===== config.mk =====
export PLATFORM = sky130hd
export DESIGN_NAME = wave_demux_capture
export DESIGN_NICKNAME = d
export VERILOG_FILES = /design/src/rtl/wave_demux_capture.sv
export SDC_FILE = /design/constraint.sdc
export NUM_CORES = 1
export LEC_CHECK = 0
export ABC_AREA = 1
export CORE_MARGIN = 4
export CORE_UTILIZATION = 50
export CTS_CLUSTER_SIZE = 10
export DETAILED_ROUTE_END_ITERATION = 6
export PLACE_DENSITY = 0.78
export SYNTH_ARGS = -nofsm -noshare
export SYNTH_HDL_FRONTEND = slang
export SYNTH_SLANG_ARGS = --single-unit

===== constraint.sdc =====
create_clock -name clk -period 3 [get_ports clk]
set_clock_uncertainty 0.2 [all_clocks]
set_input_delay 0.45 -clock clk [delete_from_list [all_inputs] [get_ports clk]]
set_output_delay 0.45 -clock clk [all_outputs]
set_load 0.01 [all_outputs]

===== src/rtl/wave_demux_capture.sv =====
// Serial-to-parallel capture for the 8:1 select-tree waveform generator.
// Rebuilds LSB-first 8-bit frames, checks them against EXPECT, and keeps frame and error status.
module wave_demux_capture #(
    parameter logic [7:0]  EXPECT = 8'b10111000,
    parameter int unsigned CNT_W  = 8
) (
    input  logic             clk,
    input  logic             reset,
    input  logic             en,
    input  logic             sync,
    input  logic             din,
    output logic [2:0]       sel,
    output logic [7:0]       data,
    output logic             valid,
    output logic             match,
    output logic             err,
    output logic             locked,
    output logic [CNT_W-1:0] frame_cnt
);

    typedef enum logic {StIdle, StCapture} state_e;

    state_e     state;
    logic [6:0] shadow;
    logic [7:0] word;

    // The incoming bit completes the word when it lands in slot 7.
    assign word   = {din, shadow};
    assign locked = (state == StCapture);

    always_ff @(posedge clk) begin
        if (reset) begin
            state     <= StIdle;
            sel       <= 3'd0;
            shadow    <= 7'd0;
            data      <= 8'd0;
            valid     <= 1'b0;
            match     <= 1'b0;
            err       <= 1'b0;
            frame_cnt <= '0;
        end else begin
            valid <= 1'b0;
            case (state)
                StIdle: begin
                    if (en && sync) begin
                        shadow[0] <= din;
                        sel       <= 3'd1;
                        state     <= StCapture;
                    end
                end
                StCapture: begin
                    if (en) begin
                        if (sync) begin
                            // Sync at slot 0 is an aligned restart; anywhere else it aborts.
                            shadow[0] <= din;
                            sel       <= 3'd1;
                            if (sel != 3'd0) begin
                                err <= 1'b1;
                            end
                        end else if (sel == 3'd7) begin
                            data      <= word;
                            valid     <= 1'b1;
                            match     <= (word == EXPECT);
                            frame_cnt <= frame_cnt + 1'b1;
                            sel       <= 3'd0;
                            if (word != EXPECT) begin
                                err <= 1'b1;
                            end
                        end else begin
                            shadow[sel] <= din;
                            sel         <= sel + 3'd1;
                        end
                    end
                end
                default: state <= StIdle;
            endcase
        end
    end

endmodule


==> impl_metrics.yaml, run 1 <==
status:
  status: "finished clean"
floorplanning:
  die_area_sq_um: 3690
  die_w_microns: 60.8
  io_pins: 28
  start_util_pct: 54.2
  coreArea_sq_um: 2570
  die_y_microns: 60.8
  num_rows: 18
sta:
  worst_pin_slew_ns: 0.594
  min_period_over_period_pct: 72.2
  setup-tns-final_ns: 0
  fmax_mhz: 462
  setup_viol: 0
  hold_violations: 0
  slew_headroom_pct: 60.4
  maxSlewViolCount: 0
  min_period_ns: 2.17
  whs_ns: 0.272
  rsz0062_at_grt: "false"
power:
  switching_share_pct: 24.1
  pwr-share-clk_pct: 32.5
  p_leak_uw: 0.000679
  max-vdd-ir-drop_v: 0.000292
  pwr-share-seq_pct: 60.6
  p_comb_share_pct: 6.9
  power_switching_uw: 162
  internal_power_uw: 508
  power_density_nw_per_um2: 394
cts:
  cts-buffers-inserted: 5
  h-tree-depth: 2
  clk_pin_slew_worst_paths_ns: 0.09
  clock-root-buffer: "clkbuf_4"
  post_cts_buffers: 0
  cts_hold_buffers: 0
  insertion_delay_ns: 0.32
  cts_sinks: 30
  clk_path_buf_depth: 2
  cts_resized: 0
  cts_tree: "yes"
final_layout:
  synthToLayoutAreaGrowth_pct: 22.0
  fillCellCount: 233
  antennaDiodeCount: 0
  finalNetCount: 233
  drive_above_1_share_pct: 8.07
worst_setup_path:
  end_kind: "flip-flop"
  path_class: "reg -> reg"
  r2r-start: "sel[1]"
  crit_top_cell: "ha_1"
  crit_start: "sel[1]"
  startpoint_type: "flip-flop"
  cp_max_fo: 23
  critPathTopFamily: "simple AND/OR/NAND/NOR gates"
  crit_chain: "ha_1 -> ha_1 -> nand2_1 -> nor2_4 -> nand3_1 -> o21ai_0 -> nor2_1"
  arrival_ns: 2.18
  crit_buf_inv: 0
  slowest_stage: "dfxtp_1"
  crit_required_ns: 3.02
  critPathMaxStageDelay_ns: 0.47
synthesis:
  seq_area_frac_synth_pct: 43.1
  ys_warn_count: 0
  synth.distinct_cells: 21
  synthCells: 195
  syn_nets: 205
  ys_ff_latch: 30
  netlist_area_sq_um: 1390
  avgSynthCellArea_sq_um: 7.14
routing:
  ant_nets: 0
  vias: 1283
  wl_per_cell_microns: 11.5
  drt-vias-per-instance: 5.07
  drtPass1Iterations: 4
  drt-initial-drc-count: 54
  drt_wl_total_microns: 2900
  drc: 0
min_path:
  hp-start: "err"
  hold_class: "reg -> reg"
job:
  cap_viol_max_count: 0
global_routing:
  grt_max_degree: 25
  antenna_found_initial: 0
  grt_pass1_vias: 1126
  grt_pass1_wl_microns: 4710
  overflow: 0
  gr-usage-all-layers_pct: 17.6
place:
  io_buffer_count: 27
  gp_congestion: 0.853
  dp_hpwl_microns: 2180
sequential cells by signal, indices dropped and copies added (netlist names):
name	flops
data	8
frame_cnt	8
shadow	7
sel	3
err	1
locked	1
match	1
valid	1
final timing paths:
check | slack (ns) | endpoint | cells after the start
max reg2reg | 0.83 | frame_cnt[6] | 7
min | 0.27 | err | 2
min reg2reg | 0.27 | err | 2
max | 0.83 | frame_cnt[6] | 7
stage by stage:
step / setup slack (ns) / cells / utilization [%] / total power, uW / cell area (sq um)
4_1_cts: 0.813 / 253 / 66.2 / 677 / 1700
3_3_place_gp: 0.778 / 246 / 64.4 / 460 / 1650
6_report: 0.834 / 253 / 66.2 / 670 / 1700
2_1_floorplan: 1.29 / 195 / - / 444 / 1390
5_1_grt: 0.692 / 253 / 66.2 / 711 / 1700
3_5_place_dp: 0.677 / 246 / 64.4 / 461 / 1650
cells in the mapped netlist:
| cell | n | area share (%) |
|---|---|---|
| inv_1 | 20 | 5.4 |
| buf_4 | 2 | 1.1 |
| nor2_4 | 1 | 0.81 |
| nor2_2 | 6 | 2.7 |
| buf_6 | 2 | 1.6 |
| nand2_2 | 3 | 1.3 |
| inv_2 | 2 | 0.54 |
| o21ai_1 | 4 | 1.4 |
| nand4_1 | 1 | 0.45 |
| clkbuf_1 | 1 | 0.27 |
| o21ai_0 | 18 | 6.5 |
| dfxtp_1 | 30 | 43 |
| nor2_1 | 34 | 9.2 |
| nor4_1 | 1 | 0.45 |
| nand3_1 | 11 | 4.0 |
| ha_1 | 5 | 4.5 |
| nor3_1 | 7 | 2.5 |
| a21oi_1 | 15 | 5.4 |
| clkinv_2 | 1 | 0.36 |
| nand2_1 | 30 | 8.1 |
| buf_2 | 1 | 0.36 |
placed cells by master (no fill, tap or decap):
cell type        count
clkbuf_1             2
nand3_1             11
o21ai_1              4
nor2_2               6
nor3_1               7
nor2_1              34
nor4_1               1
clkinv_2             1
inv_1               20
inv_2                2
clkbuf_4             5
nand4_1              1
a21oi_1             15
ha_1                 5
nand2_2              3
nor2_4               1
nand2_1             30
clkdlybuf4s50_1     27
o21ai_0             18
dfxtp_1             30
worst min-delay path: stages (launching register included):
cell     delay, ns
dfxtp_1       0.32
inv_1         0.05
a21oi_1       0.05
area by class of cell:
cell class	count	area (sq um)	area share (%)
Clock buffer	7	45.0	2.65
Sequential cell	30	601	35.3
Inverter	23	87.6	5.15
Tap cell	30	37.5	2.21
Multi-Input combinational cell	136	658	38.7
Timing Repair Buffer	27	270	15.9
kinds of logic after synthesis:
| family | after synthesis | share of synthesized area, % |
|---|---|---|
| AO/OA/AOI/OAI | 37 | 13.3 |
| adder cells (fa/ha/maj) | 5 | 4.49 |
| flip-flops | 30 | 43.1 |
| buffers and inverters | 29 | 9.61 |
| AND/OR/NAND/NOR | 94 | 29.5 |
layer usage:
layer	share of wire, %	up-vias	GRT usage, %
met3	5.7	6	7.66
met1	45	568	20.1
met4	1.8	0	8.05
li1	-	678	-
met2	48	31	28.5
met5	0	-	0
power groups by stage:
stage	Clock [uW]	Sequential [uW]	Combinational, uW
3_5_place_dp	0	415	46.2
3_3_place_gp	0	415	44.8
2_1_floorplan	0	416	28.3
5_1_grt	253	407	51.8
6_report	218	406	46.1
4_1_cts	225	406	46.3
No activity file was read; power rests on OpenSTA's default activity.
==> run 2, diff against run 1 <==
clock period = 2.13 ns   (was 3 ns; I/O delays follow)
==> run 2 against run 1 <==
  * Via count up 2.8%
  * Hold slack worse by 0.019 ns
  * Core utilization rose by 1.8 points
  * Largest power group unchanged
  * Critical endpoint is now frame_cnt[2]
  * Highest routed layer unchanged
==> impl_metrics.yaml, run 2 (same netlist as run 1, synthesis figures left out) <==
status:
  status: "finished clean"
sta:
  setup_viol: 0
  setup-tns-final_ns: 0
  min_period_ns: 1.89
  fmax_mhz: 530
  maxSlewViolCount: 0
  worst_pin_slew_ns: 0.257
  whs_ns: 0.253
  slew_headroom_pct: 82.8
  rsz0062_at_grt: "false"
  min_period_over_period_pct: 88.5
  hold_violations: 0
worst_setup_path:
  crit_top_cell: "ha_1"
  crit_start: "sel[0]"
  startpoint_type: "flip-flop"
  critPathTopFamily: "flip-flops"
  crit_chain: "ha_1 -> ha_1 -> nand2_1 -> nor2_4 -> inv_2 -> o21ai_0 -> a21oi_1"
  slowest_stage: "dfxtp_1"
  crit_buf_inv: 1
  path_class: "reg -> reg"
  crit_required_ns: 2.14
  r2r-start: "sel[0]"
  end_kind: "flip-flop"
  critPathMaxStageDelay_ns: 0.44
  cp_max_fo: 9
  arrival_ns: 1.89
min_path:
  hold_class: "reg -> reg"
  hp-start: "err"
power:
  p_leak_uw: 0.000710
  power_density_nw_per_um2: 539
  max-vdd-ir-drop_v: 0.000509
global_routing:
  gr-usage-all-layers_pct: 18.1
  grt_pass1_vias: 1176
  grt_max_degree: 25
  grt_pass1_wl_microns: 4940
  antenna_found_initial: 0
  overflow: 0
routing:
  drt-initial-drc-count: 60
  drt_wl_total_microns: 2980
  drc: 0
  drt-vias-per-instance: 5.09
  drtPass1Iterations: 5
  wl_per_cell_microns: 11.5
  ant_nets: 0
  vias: 1319
floorplanning:
  start_util_pct: 54.2
  die_y_microns: 60.8
  die_area_sq_um: 3690
  coreArea_sq_um: 2570
  io_pins: 28
  num_rows: 18
  die_w_microns: 60.8
final_layout:
  layout_commonest_cell: "nor2_1"
  synthToLayoutAreaGrowth_pct: 25.2
  fillCellCount: 238
  drive_above_1_share_pct: 10.5
  antennaDiodeCount: 0
  finalNetCount: 239
  most-common-layout-cells: "34 x nor2_1, 30 x nand2_1, 30 x dfxtp_1"
  top_regs: "data (8), frame_cnt (8), shadow (7)"
cts:
  clock-root-buffer: "clkbuf_4"
  cts-buffers-inserted: 5
  h-tree-depth: 2
  cts_tree: "yes"
  insertion_delay_ns: 0.32
  clk_path_buf_depth: 2
  cts_resized: 0
  post_cts_buffers: 0
  cts_hold_buffers: 0
  clk_pin_slew_worst_paths_ns: 0.09
  cts_sinks: 30
job:
  cap_viol_max_count: 0
place:
  dp_hpwl_microns: 2280
  io_buffer_count: 27
  gp_congestion: 0.844
-- run 2: cell types whose count changed in the layout (fill, tap and decap cells not counted) --
cell | before | now
buf_4 | 0 | 6
-- run 2: report_power, final --
| group | switching, uW | internal, uW |
|---|---|---|
| Sequential | 5.21 | 566 |
| Combinational | 40.5 | 27.9 |
| Clock | 176 | 124 |
| Total | 222 | 718 |
-- run 2: path summary, 6_finish.rpt --
path | to | slack (ns) | depth (start not counted)
max | frame_cnt[2] | 0.24 | 7
min | err | 0.25 | 2
max reg2reg | frame_cnt[2] | 0.24 | 7
min reg2reg | err | 0.25 | 2
-- run 2: stage by stage --
step | cell area (sq um) | worst slack (ns) | utilization [%] | power [uW] | std cells
floorplan | 1390 | 0.422 | - | 625 | 195
global placement | 1700 | 0.256 | 66.2 | 651 | 252
detailed placement | 1700 | 0.202 | 66.2 | 653 | 252
CTS | 1740 | 0.229 | 67.9 | 952 | 259
global route | 1740 | 0.0563 | 67.9 | 993 | 259
finish | 1740 | 0.245 | 67.9 | 940 | 259
-- run 2: layout make-up --
type                       instances  area [sq um]  area share [%]
inverter                          23          87.6            5.02
clock buffer                       7          45.0            2.58
timing repair buffer              33           315            18.1
multi-input combinational        136           658            37.7
tap                               30          37.5            2.15
sequential                        30           601            34.4
-- run 2: layer usage --
metal | share of wire [%] | GRT usage (%) | up-vias
met3 | 5.7 | 5.74 | 8
met4 | 2.3 | 9.60 | 0
met5 | 0 | 0 | -
li1 | - | - | 691
met1 | 45 | 21.0 | 585
met2 | 47 | 29.6 | 35
-- run 2: worst register-to-register path, cell delays in order (launching register included) --
cell and delay (ns):
dfxtp_1 0.44, ha_1 0.21, ha_1 0.20, nand2_1 0.11, nor2_4 0.23, inv_2 0.12
o21ai_0 0.21, a21oi_1 0.06
==> run 3, diff against run 2 <==
CAP_MARGIN = 15   (was not set)
==> results of run 3 <==
Same layout as run 2: the final DEF is identical, and so are final timing and power.
